[config.mk]
export PLATFORM = sky130hd
export DESIGN_NAME = dm_bus_ctrl
export DESIGN_NICKNAME = d
export VERILOG_FILES = /design/src/rtl/dm_pkg.sv /design/src/rtl/dm_load_ext.sv /design/src/rtl/dm_bus_ctrl.sv
export SDC_FILE = /design/constraint.sdc
export NUM_CORES = 1
export LEC_CHECK = 0
export ABC_AREA = 1
export BUFFER_PORTS_ARGS = -buffer_cell sky130_fd_sc_hd__buf_4
export CAP_MARGIN = 10
export CORE_MARGIN = 2
export CORE_UTILIZATION = 50
export CTS_BUF_LIST = sky130_fd_sc_hd__clkbuf_16
export DETAILED_ROUTE_END_ITERATION = 16
export HOLD_SLACK_MARGIN = 0.08
export PLACE_DENSITY = 0.8
export SETUP_SLACK_MARGIN = 0.05
export SYNTH_ARGS = -nofsm -noshare
export SYNTH_HDL_FRONTEND = slang
export SYNTH_SLANG_ARGS = --single-unit
[constraint.sdc]
create_clock -name clk -period 11.9 [get_ports clk]
set_input_delay 3.57 -clock clk [delete_from_list [all_inputs] [get_ports clk]]
set_output_delay 3.57 -clock clk [all_outputs]
set_load 0.05 [all_outputs]
[src/rtl/dm_pkg.sv]
// Shared encodings and helpers for the M-stage data-bus controller:
// access-size decode, alignment check, byte enables and store lane replication.
package dm_pkg;

    localparam logic [2:0] DM_W  = 3'd0;
    localparam logic [2:0] DM_BU = 3'd1;
    localparam logic [2:0] DM_B  = 3'd2;
    localparam logic [2:0] DM_HU = 3'd3;
    localparam logic [2:0] DM_H  = 3'd4;

    typedef enum logic [1:0] {
        IDLE = 2'd0,
        REQ  = 2'd1,
        DONE = 2'd2
    } dm_state_t;

    function automatic int dm_cnt_width(input int timeout);
        return $clog2(timeout + 1);
    endfunction

    // Encodings 5..7 fall through to word access in every helper.
    function automatic logic dm_misaligned(input logic [2:0] op, input logic [1:0] lo);
        logic r;
        case (op)
            DM_BU, DM_B: r = 1'b0;
            DM_HU, DM_H: r = lo[0];
            default:     r = (lo != 2'b00);
        endcase
        return r;
    endfunction

    function automatic logic [3:0] dm_be(input logic [2:0] op, input logic [1:0] lo);
        logic [3:0] r;
        case (op)
            DM_BU, DM_B: r = 4'b0001 << lo;
            DM_HU, DM_H: r = lo[1] ? 4'b1100 : 4'b0011;
            default:     r = 4'b1111;
        endcase
        return r;
    endfunction

    function automatic logic [31:0] dm_wdata(input logic [2:0] op, input logic [31:0] wd);
        logic [31:0] r;
        case (op)
            DM_BU, DM_B: r = {4{wd[7:0]}};
            DM_HU, DM_H: r = {2{wd[15:0]}};
            default:     r = wd;
        endcase
        return r;
    endfunction

endpackage

[src/rtl/dm_load_ext.sv]
// Load-data lane select and sign/zero extension for the word returned by the bus.
module dm_load_ext
    import dm_pkg::*;
(
    input  logic [31:0] i_word,
    input  logic [2:0]  i_op,
    input  logic [1:0]  i_addr_lo,
    output logic [31:0] o_data
);

    logic [7:0]  w_byte;
    logic [15:0] w_half;

    // Pick the addressed byte/half, then extend according to the op.
    always_comb begin
        w_byte = 8'h00;
        case (i_addr_lo)
            2'd0:    w_byte = i_word[7:0];
            2'd1:    w_byte = i_word[15:8];
            2'd2:    w_byte = i_word[23:16];
            2'd3:    w_byte = i_word[31:24];
            default: w_byte = 8'h00;
        endcase
        w_half = i_addr_lo[1] ? i_word[31:16] : i_word[15:0];
        case (i_op)
            DM_BU:   o_data = {24'h000000, w_byte};
            DM_B:    o_data = {{24{w_byte[7]}}, w_byte};
            DM_HU:   o_data = {16'h0000, w_half};
            DM_H:    o_data = {{16{w_half[15]}}, w_half};
            default: o_data = i_word;
        endcase
    end

endmodule

[src/rtl/dm_bus_ctrl.sv]
// M-stage load/store controller: alignment check, bus request issue, wait/timeout
// handling, pipeline stall and extended load result.
module dm_bus_ctrl
    import dm_pkg::*;
#(
    parameter int TIMEOUT = 255
) (
    input  logic        clk,
    input  logic        reset,
    input  logic        m_valid,
    input  logic        m_we,
    input  logic [2:0]  m_op,
    input  logic [31:0] m_addr,
    input  logic [31:0] m_wdata,
    input  logic        m_kill,
    output logic        stall,
    output logic [31:0] rdata,
    output logic        rdata_valid,
    output logic        adel,
    output logic        ades,
    output logic        bus_timeout,
    output logic        bus_req,
    output logic        bus_we,
    output logic [31:0] bus_addr,
    output logic [3:0]  bus_be,
    output logic [31:0] bus_wdata,
    input  logic        bus_ack,
    input  logic [31:0] bus_rdata
);

    localparam int             CW       = dm_cnt_width(TIMEOUT);
    localparam logic [CW-1:0]  CNT_LAST = CW'(TIMEOUT - 1);

    dm_state_t     r_state;
    dm_state_t     w_state_nxt;
    logic [CW-1:0] r_cnt;
    logic [2:0]    r_op;
    logic [1:0]    r_addr_lo;
    logic          r_killed;
    logic          w_accept;
    logic          w_req_ack;
    logic          w_req_tmo;
    logic [31:0]   w_ext;

    dm_load_ext u_load_ext (
        .i_word    (bus_rdata),
        .i_op      (r_op),
        .i_addr_lo (r_addr_lo),
        .o_data    (w_ext)
    );

    // Next state plus the combinational stall and address-error outputs.
    always_comb begin
        w_state_nxt = r_state;
        w_accept    = 1'b0;
        w_req_ack   = 1'b0;
        w_req_tmo   = 1'b0;
        stall       = 1'b0;
        adel        = 1'b0;
        ades        = 1'b0;
        case (r_state)
            IDLE: begin
                if (m_valid && !m_kill && !reset) begin
                    if (dm_misaligned(m_op, m_addr[1:0])) begin
                        adel = !m_we;
                        ades = m_we;
                    end else begin
                        w_accept    = 1'b1;
                        stall       = 1'b1;
                        w_state_nxt = REQ;
                    end
                end else begin
                    w_state_nxt = IDLE;
                end
            end
            REQ: begin
                stall = 1'b1;
                // An ack on the last allowed cycle still completes normally.
                if (bus_ack) begin
                    w_req_ack   = 1'b1;
                    w_state_nxt = DONE;
                end else if (r_cnt == CNT_LAST) begin
                    w_req_tmo   = 1'b1;
                    w_state_nxt = DONE;
                end else begin
                    w_state_nxt = REQ;
                end
            end
            DONE:    w_state_nxt = IDLE;
            default: w_state_nxt = IDLE;
        endcase
    end

    // State, request latch, bus registers and completion pulses.
    always_ff @(posedge clk or posedge reset) begin
        if (reset) begin
            r_state     <= IDLE;
            r_cnt       <= '0;
            r_op        <= 3'd0;
            r_addr_lo   <= 2'd0;
            r_killed    <= 1'b0;
            rdata       <= 32'h0000_0000;
            rdata_valid <= 1'b0;
            bus_timeout <= 1'b0;
            bus_req     <= 1'b0;
            bus_we      <= 1'b0;
            bus_addr    <= 32'h0000_0000;
            bus_be      <= 4'h0;
            bus_wdata   <= 32'h0000_0000;
        end else begin
            r_state     <= w_state_nxt;
            rdata_valid <= 1'b0;
            bus_timeout <= 1'b0;
            if (w_accept) begin
                r_cnt     <= '0;
                r_op      <= m_op;
                r_addr_lo <= m_addr[1:0];
                r_killed  <= 1'b0;
                bus_req   <= 1'b1;
                bus_we    <= m_we;
                bus_addr  <= {m_addr[31:2], 2'b00};
                bus_be    <= dm_be(m_op, m_addr[1:0]);
                bus_wdata <= dm_wdata(m_op, m_wdata);
            end else if (r_state == REQ) begin
                r_cnt <= r_cnt + CW'(1);
                if (m_kill) begin
                    r_killed <= 1'b1;
                end
                if (w_req_ack) begin
                    bus_req     <= 1'b0;
                    rdata       <= w_ext;
                    rdata_valid <= !bus_we && !r_killed && !m_kill;
                end else if (w_req_tmo) begin
                    bus_req     <= 1'b0;
                    rdata       <= 32'h0000_0000;
                    bus_timeout <= 1'b1;
                end
            end
        end
    end

endmodule

==> results of run 1 <==
## through the flow
| stage | setup slack (ps) | hold slack [ps] | std cells | instance area [um2] |
|---|---|---|---|---|
| 6_report | 2970 | 457 | 1220 | 8230 |
| 3_5_place_dp | 2960 | 450 | 1192 | 7690 |
| 4_1_cts | 2960 | 453 | 1220 | 8230 |
| 2_1_floorplan | 1000 | 404 | 873 | 6120 |
| 5_1_grt | 2740 | 483 | 1220 | 8230 |
| 3_3_place_gp | 3020 | 452 | 1192 | 7690 |
## worst max-delay path: stages
cell and delay (ps):
sky130_fd_sc_hd__buf_4 100, sky130_fd_sc_hd__inv_1 70, sky130_fd_sc_hd__nand2_2 110, sky130_fd_sc_hd__nand3_1 510
sky130_fd_sc_hd__nand2_1 450, sky130_fd_sc_hd__nand3_4 230, sky130_fd_sc_hd__nand2_1 110, sky130_fd_sc_hd__buf_4 200
## cells in the final DEF, fill, tap and decap left out, drive strengths merged, types with 8 or more instances in the layout
cell type,Yosys,layout
a21oi,34,34
buf,22,211
clkbuf,17,17
clkinv,1,9
dfrtp,118,118
inv,112,112
nand2,418,418
nand3,67,67
nand4,8,8
nor2,44,44
o21ai,18,18
## cells in the mapped netlist
| cell | n |
|---|---|
| sky130_fd_sc_hd__nor2_1 | 43 |
| sky130_fd_sc_hd__buf_4 | 4 |
| sky130_fd_sc_hd__xor2_1 | 2 |
| sky130_fd_sc_hd__nand2_4 | 1 |
| sky130_fd_sc_hd__ha_1 | 2 |
| sky130_fd_sc_hd__nand3_1 | 64 |
| sky130_fd_sc_hd__nand2_2 | 5 |
| sky130_fd_sc_hd__nand3b_2 | 1 |
| sky130_fd_sc_hd__nand2_1 | 412 |
| sky130_fd_sc_hd__o21ai_0 | 17 |
| sky130_fd_sc_hd__nand3_4 | 1 |
| sky130_fd_sc_hd__or2_2 | 2 |
| sky130_fd_sc_hd__clkinv_1 | 1 |
| sky130_fd_sc_hd__nand3_2 | 2 |
| sky130_fd_sc_hd__nor3_1 | 2 |
| sky130_fd_sc_hd__buf_6 | 4 |
| sky130_fd_sc_hd__nor2_4 | 1 |
| sky130_fd_sc_hd__buf_1 | 2 |
| sky130_fd_sc_hd__nor4_1 | 1 |
| sky130_fd_sc_hd__nand4_1 | 8 |
| sky130_fd_sc_hd__inv_1 | 108 |
| sky130_fd_sc_hd__a21oi_1 | 34 |
| sky130_fd_sc_hd__inv_2 | 4 |
| sky130_fd_sc_hd__conb_1 | 1 |
| sky130_fd_sc_hd__nand3b_1 | 2 |
| sky130_fd_sc_hd__buf_2 | 12 |
| sky130_fd_sc_hd__clkbuf_1 | 17 |
| sky130_fd_sc_hd__dfrtp_1 | 118 |
| sky130_fd_sc_hd__o21ai_2 | 1 |
## kinds of logic (layout without fill, tap and decap cells)
family / Yosys count / count (layout) / synth area share, %
xor+xnor: 2 / 2 / 0.286
other cells: 1 / 2 / 0.0613
buf+inv: 152 / 352 / 10.3
simple gates: 545 / 545 / 36.4
fa+ha+maj: 2 / 2 / 0.409
flops: 118 / 118 / 48.3
compound gates: 52 / 52 / 4.31
## layer usage
layer	vias up	part of all wire [%]	wire length (um)	track usage [%]
met4	0	2.7	455	11.1
li1	3015	-	-	-
met3	35	9.4	1590	9.42
met5	-	0	0	0
met2	278	47	7980	42.0
met1	2761	41	6960	32.4
## report_power, final
part,internal (mW),switching [mW]
Clock,0.300,0.176
Sequential,0.520,0.0825
Combinational,0.256,0.636
## registers in the layout (all words and copies together) (netlist names)
name         cells
bus_wdata       32
bus_req          1
rdata_valid      1
r_killed         1
r_op             3
rdata           32
r_cnt            8
bus_we           1
bus_timeout      1
r_addr_lo        2
bus_addr        30
r_state          2
bus_be           4
## final timing paths
| check | start | to | slack, ps | cells after the start |
|---|---|---|---|---|
| setup / recovery | m_op[0] | stall | 2970 | 8 |
| min in group asynchronous | reset | bus_addr[17] | 3340 | 2 |
| hold reg to reg | r_killed | rdata_valid | 460 | 1 |
| hold / removal | r_killed | rdata_valid | 460 | 1 |
| setup reg to reg | r_op[2] | rdata[16] | 8980 | 8 |
| max in group asynchronous | reset | rdata[0] | 7420 | 3 |
## area by class of cell
type | count | area share (%)
inverter | 113 | 5.19
tap | 147 | 2.24
sequential | 118 | 35.9
multi-input combinational | 603 | 30.9
clock buffer | 17 | 5.17
timing repair buffer | 211 | 19.3
clock inverter | 11 | 1.38
==> metrics.md, run 1 <==
| Metric | Value |
|---|---|
| Result of the run | complete, no violations |
| Instance count of the mapped netlist | 872 |
| Area taken by multi-input logic gates | 2540 um2 |
| GRT Overall Usage | 26.3% |
| Wire length of the first global-routing pass | 27.0 mm |
| Ranking of synthesized cells by area | sky130_fd_sc_hd__dfrtp_1, sky130_fd_sc_hd__nand2_1, sky130_fd_sc_hd__inv_1 |
| Total number of vias | 6089 |
| Final antenna diode count | 0 |
| Final Critical Period | 8930 ps |
| Share of Yosys cell area claimed by the top area cell type | 48.3% |
| Number of nets in the layout | 1171 |
| Kind of launch point of the worst setup path | input pin |
| Unrepaired setup endpoints after global routing | no |
| Fraction of layout instances using a drive strength above 1 | 24.0% |
| Area enclosed by the die boundary | 13100 um2 |
| Yosys top cell by area | sky130_fd_sc_hd__dfrtp_1 |
| Count of boundary I/O pins | 212 |
| Clock tree from TritonCTS | built |
| Areal power density over the cells | 240 nW/um2 |
| Max-Slew Margin vs Limit | 22.6% |
| Yosys warns | 0 |
| Die boundary width | 115 um |
| Required arrival time at the worst endpoint | 8330 ps |
| Antenna violations before repair | 0 |
| Layout Utilization | 68.8% |
| Max Transition Viols Final | 0 |
| Synthesized cell area | 6120 um2 |
| Number of I/O port buffers | 209 |
| DRT antenna net count | 0 |
| Vias per std cell | 4.99 |
| Sinks on Clock Net | 118 |
| Library cell used as clock root buffer | sky130_fd_sc_hd__clkbuf_16 |
| Final-report setup violation count | 0 |
| Maximum vdd drop | 0.000117 V |
| Number of buffers created by CTS | 17 |
| Resized cells post-CTS | 0 |
| Post-layout total power | 1.97 mW |
| Detailed Route Iter0 Violations | 397 |
| Clock transition at the registers of the reported paths | 50 ps |
| Initial Utilization | 51.2% |
| Hold_buf cts | 0 |
| Critical Path AT | 5360 ps |
| Mean post-synth cell area | 7.02 um2 |
| Sequential cell area in the final layout | 2950 um2 |
| Maximum clock insertion buffer count | 2 |
| Path category of the worst min-delay check | reg -> reg |
| Worst setup skew after layout | 7.17 ps |
| Total routed wirelength | 17.0 mm |
| Total Negative Setup Slacks | 0 ps |
| Detailed-placement wirelength estimate | 12.0 mm |
| Worst Setup End Kind | primary output |
| Tightest Pin Transition | 1160 ps |
| Row count | 40 |
| Number of H-tree levels | 4 |
| Final Wtd Congestion | 0.899 |
| Max frequency | 112 MHz |
| Leakage power of the design | 4.97 nW |
| Area of the placeable core | 12000 um2 |
| # fillers | 1017 |
| Max-capacitance violation count | 0 |
| Pin count of the biggest net entering global routing | 96 |
| Final hold vios | 0 |
| Crit Path Category | in -> out |
| Via count of the first global-routing pass | 5765 |
| Flops & latches, synth | 118 |
| Post-route fraction of the period consumed by the critical path | 75.0% |
| Sequential-to-total area share from yosys stat | 48.3% |
| Buffer count from post-CTS setup fixing | 0 |
| Global route total overflow | 0 |
| Post-detailed-route DRC marker count | 0 |
| Layout area overhead | 34.4% |
| First-pass iteration count of the detailed router | 5 |
| Number of library cell types mapped by synthesis | 29 |
| Peak fanout along the critical path | 22 |
| Worst skew pair latency | 410 ps |
| Die Ht | 115 um |
| Routed length per placed instance | 13.9 um |
(Power assumes the default switching activity.)
==> inputs of run 2 (changes only) <==
==> constraint.sdc (replaced) <==
create_clock -name clk -period 8.3 [get_ports clk]
set_input_delay 2.49 -clock clk [delete_from_list [all_inputs] [get_ports clk]]
set_output_delay 2.49 -clock clk [all_outputs]
set_load 0.05 [all_outputs]
==> run 2 against run 1 <==
Flip-flop and latch count unchanged. Non-clock buffer count increased by 1. Largest cell class unchanged. Clock power increased by 51%. Core utilization is 0.41 points higher. Routed wire length increased by 0.55%. Critical endpoint unchanged. Clock-buffer cell count unchanged.
==> metrics.md, run 2 (same netlist as run 1, synthesis figures left out) <==
| Metric | Value |
|---|---|
| Row count | 40 |
| Die boundary width | 115 um |
| Tightest Pin Transition | 1150 ps |
| First-pass iteration count of the detailed router | 5 |
| # fillers | 1045 |
| Fraction of layout instances using a drive strength above 1 | 24.2% |
| Final antenna diode count | 0 |
| Share of power burned in registers | 30.1% |
| Clock transition at the registers of the reported paths | 60 ps |
| Worst Setup End Kind | primary output |
| Leakage power of the design | 4.99 nW |
| Layout Utilization | 69.2% |
| Library cell used as clock root buffer | sky130_fd_sc_hd__clkbuf_16 |
| DRT antenna net count | 0 |
| Resized cells post-CTS | 0 |
| Final-layout worst hold slack | 464 ps |
| Max Transition Viols Final | 0 |
| Clock tree from TritonCTS | built |
| Worst setup skew after layout | 10.3 ps |
| Max-Slew Margin vs Limit | 23.3% |
| Fraction of power spent switching nets | 45.6% |
| Commonest non-fill, non-tap cell in the layout | sky130_fd_sc_hd__nand2_1 |
| Number of nets in the layout | 1172 |
| Largest registers | bus_wdata (32), rdata (32), bus_addr (30) |
| Worst skew pair latency | 410 ps |
| Global route total overflow | 0 |
| Unrepaired setup endpoints after global routing | no |
| Layout area overhead | 35.2% |
| Final hold vios | 0 |
| Vias per std cell | 4.95 |
| Wire length of the first global-routing pass | 27.3 mm |
| Max-capacitance violation count | 0 |
| Pin count of the biggest net entering global routing | 90 |
| Critical path's slowest cell | sky130_fd_sc_hd__nand3_1 |
| Result of the run | complete, no violations |
| Post-detailed-route DRC marker count | 0 |
| Areal power density over the cells | 346 nW/um2 |
| Total Negative Setup Slacks | 0 ps |
| Comb power frac | 44.7% |
| Detailed Route Iter0 Violations | 388 |
| Area of the placeable core | 12000 um2 |
| Number of buffers created by CTS | 17 |
| Maximum vdd drop | 0.000234 V |
| Die Ht | 115 um |
| Highest-count cells in the layout ignoring fill and taps | sky130_fd_sc_hd__nand2_1, sky130_fd_sc_hd__buf_4, sky130_fd_sc_hd__dfrtp_1, sky130_fd_sc_hd__inv_1, sky130_fd_sc_hd__nand3_1 |
| Highest cell delay on the worst timing path | 530 ps |
| Detailed-placement wirelength estimate | 12.0 mm |
| Number of H-tree levels | 4 |
| Count of boundary I/O pins | 212 |
| Maximum clock insertion buffer count | 2 |
| Kind of launch point of the worst setup path | input pin |
| Required arrival time at the worst endpoint | 5810 ps |
| Antenna violations before repair | 0 |
| Routed length per placed instance | 13.9 um |
| Initial Utilization | 51.2% |
| Path category of the worst min-delay check | reg -> reg |
| Final Wtd Congestion | 0.842 |
| Number of I/O port buffers | 209 |
| Via count of the first global-routing pass | 5737 |
| Peak fanout along the critical path | 22 |
| Final Critical Period | 6800 ps |
| Sinks on Clock Net | 118 |
| Worst-path cell chain | buf_4 -> inv_1 -> nand2_2 -> nand3_1 -> nand2_1 -> nand3_4 -> nand2_1 -> buf_4 |
| Buffer count from post-CTS setup fixing | 0 |
| Crit Path Category | in -> out |
| GRT Overall Usage | 26.7% |
| Total routed wirelength | 17.1 mm |
| Internal power summed over all cells | 1.55 mW |
| Hold_buf cts | 0 |
| Max frequency | 147 MHz |
| Total number of vias | 6058 |
| Critical Path AT | 4310 ps |
| Fraction of power consumed by the clock network | 25.2% |
| Post-route fraction of the period consumed by the critical path | 81.9% |
| Area enclosed by the die boundary | 13100 um2 |
| Final-report setup violation count | 0 |
| Net switching component of the power | 1.31 mW |
[run 2: cell types whose count changed in the layout (fill, tap and decap cells not counted)]
cell,change
sky130_fd_sc_hd__inv_6,+4
sky130_fd_sc_hd__clkinv_2,-3
sky130_fd_sc_hd__clkinvlp_4,+2
sky130_fd_sc_hd__buf_4,+1
sky130_fd_sc_hd__clkinv_4,+1
sky130_fd_sc_hd__inv_1,+1
sky130_fd_sc_hd__inv_4,-1
[run 2: per-layer routing]
layer | share of wire [%] | vias to the layer above | GRT usage (%)
li1 | - | 3027 | -
met1 | 41 | 2756 | 33.7
met2 | 48 | 244 | 42.9
met3 | 9.0 | 31 | 9.21
met4 | 2.1 | 0 | 9.02
met5 | 0 | - | 0
[run 2: worst max-delay path, delay by kind of cell]
| kind | cells | cell delay, ps |
|---|---|---|
| buffers and inverters | 3 | 370 |
| and+or+nand+nor | 5 | 1430 |
[run 2: layout make-up]
type / count / area [um2] / area share (%)
inverter: 113 / 428 / 5.17
timing repair buffer: 212 / 1590 / 19.2
sequential: 118 / 2950 / 35.7
clock buffer: 17 / 425 / 5.14
multi-input combinational: 603 / 2540 / 30.7
tap: 147 / 184 / 2.22
clock inverter: 15 / 154 / 1.86
[run 2: path summary, 6_finish.rpt]
path | start | slack, ps | cells after the start | endpoint
hold reg to reg | r_killed | 460 | 1 | rdata_valid
hold / removal | r_killed | 460 | 1 | rdata_valid
setup / recovery | m_op[0] | 1500 | 8 | stall
max in group asynchronous | reset | 4690 | 4 | r_op[0]
setup reg to reg | r_op[2] | 5350 | 8 | rdata[20]
min in group asynchronous | reset | 2390 | 3 | rdata[17]
[run 2: power by group through the flow]
| stage | registers, mW | clock network [mW] | logic, mW |
|---|---|---|---|
| finish | 0.860 | 0.721 | 1.28 |
| global route | 0.879 | 0.755 | 1.37 |
| CTS | 0.859 | 0.726 | 1.29 |
| detailed placement | 0.862 | 0 | 1.28 |
| global placement | 0.862 | 0 | 1.27 |
| floorplan | 1.39 | 0 | 0.354 |
[run 2: through the flow]
stage	std cells	total power, mW	setup slack [ps]	area (um2)
after detailed placement	1193	2.15	1510	7690
after CTS	1225	2.87	1500	8270
after global routing	1225	3.00	1320	8270
final	1225	2.86	1500	8270
after global placement	1193	2.13	1530	7690
after floorplan	873	1.75	461	6130
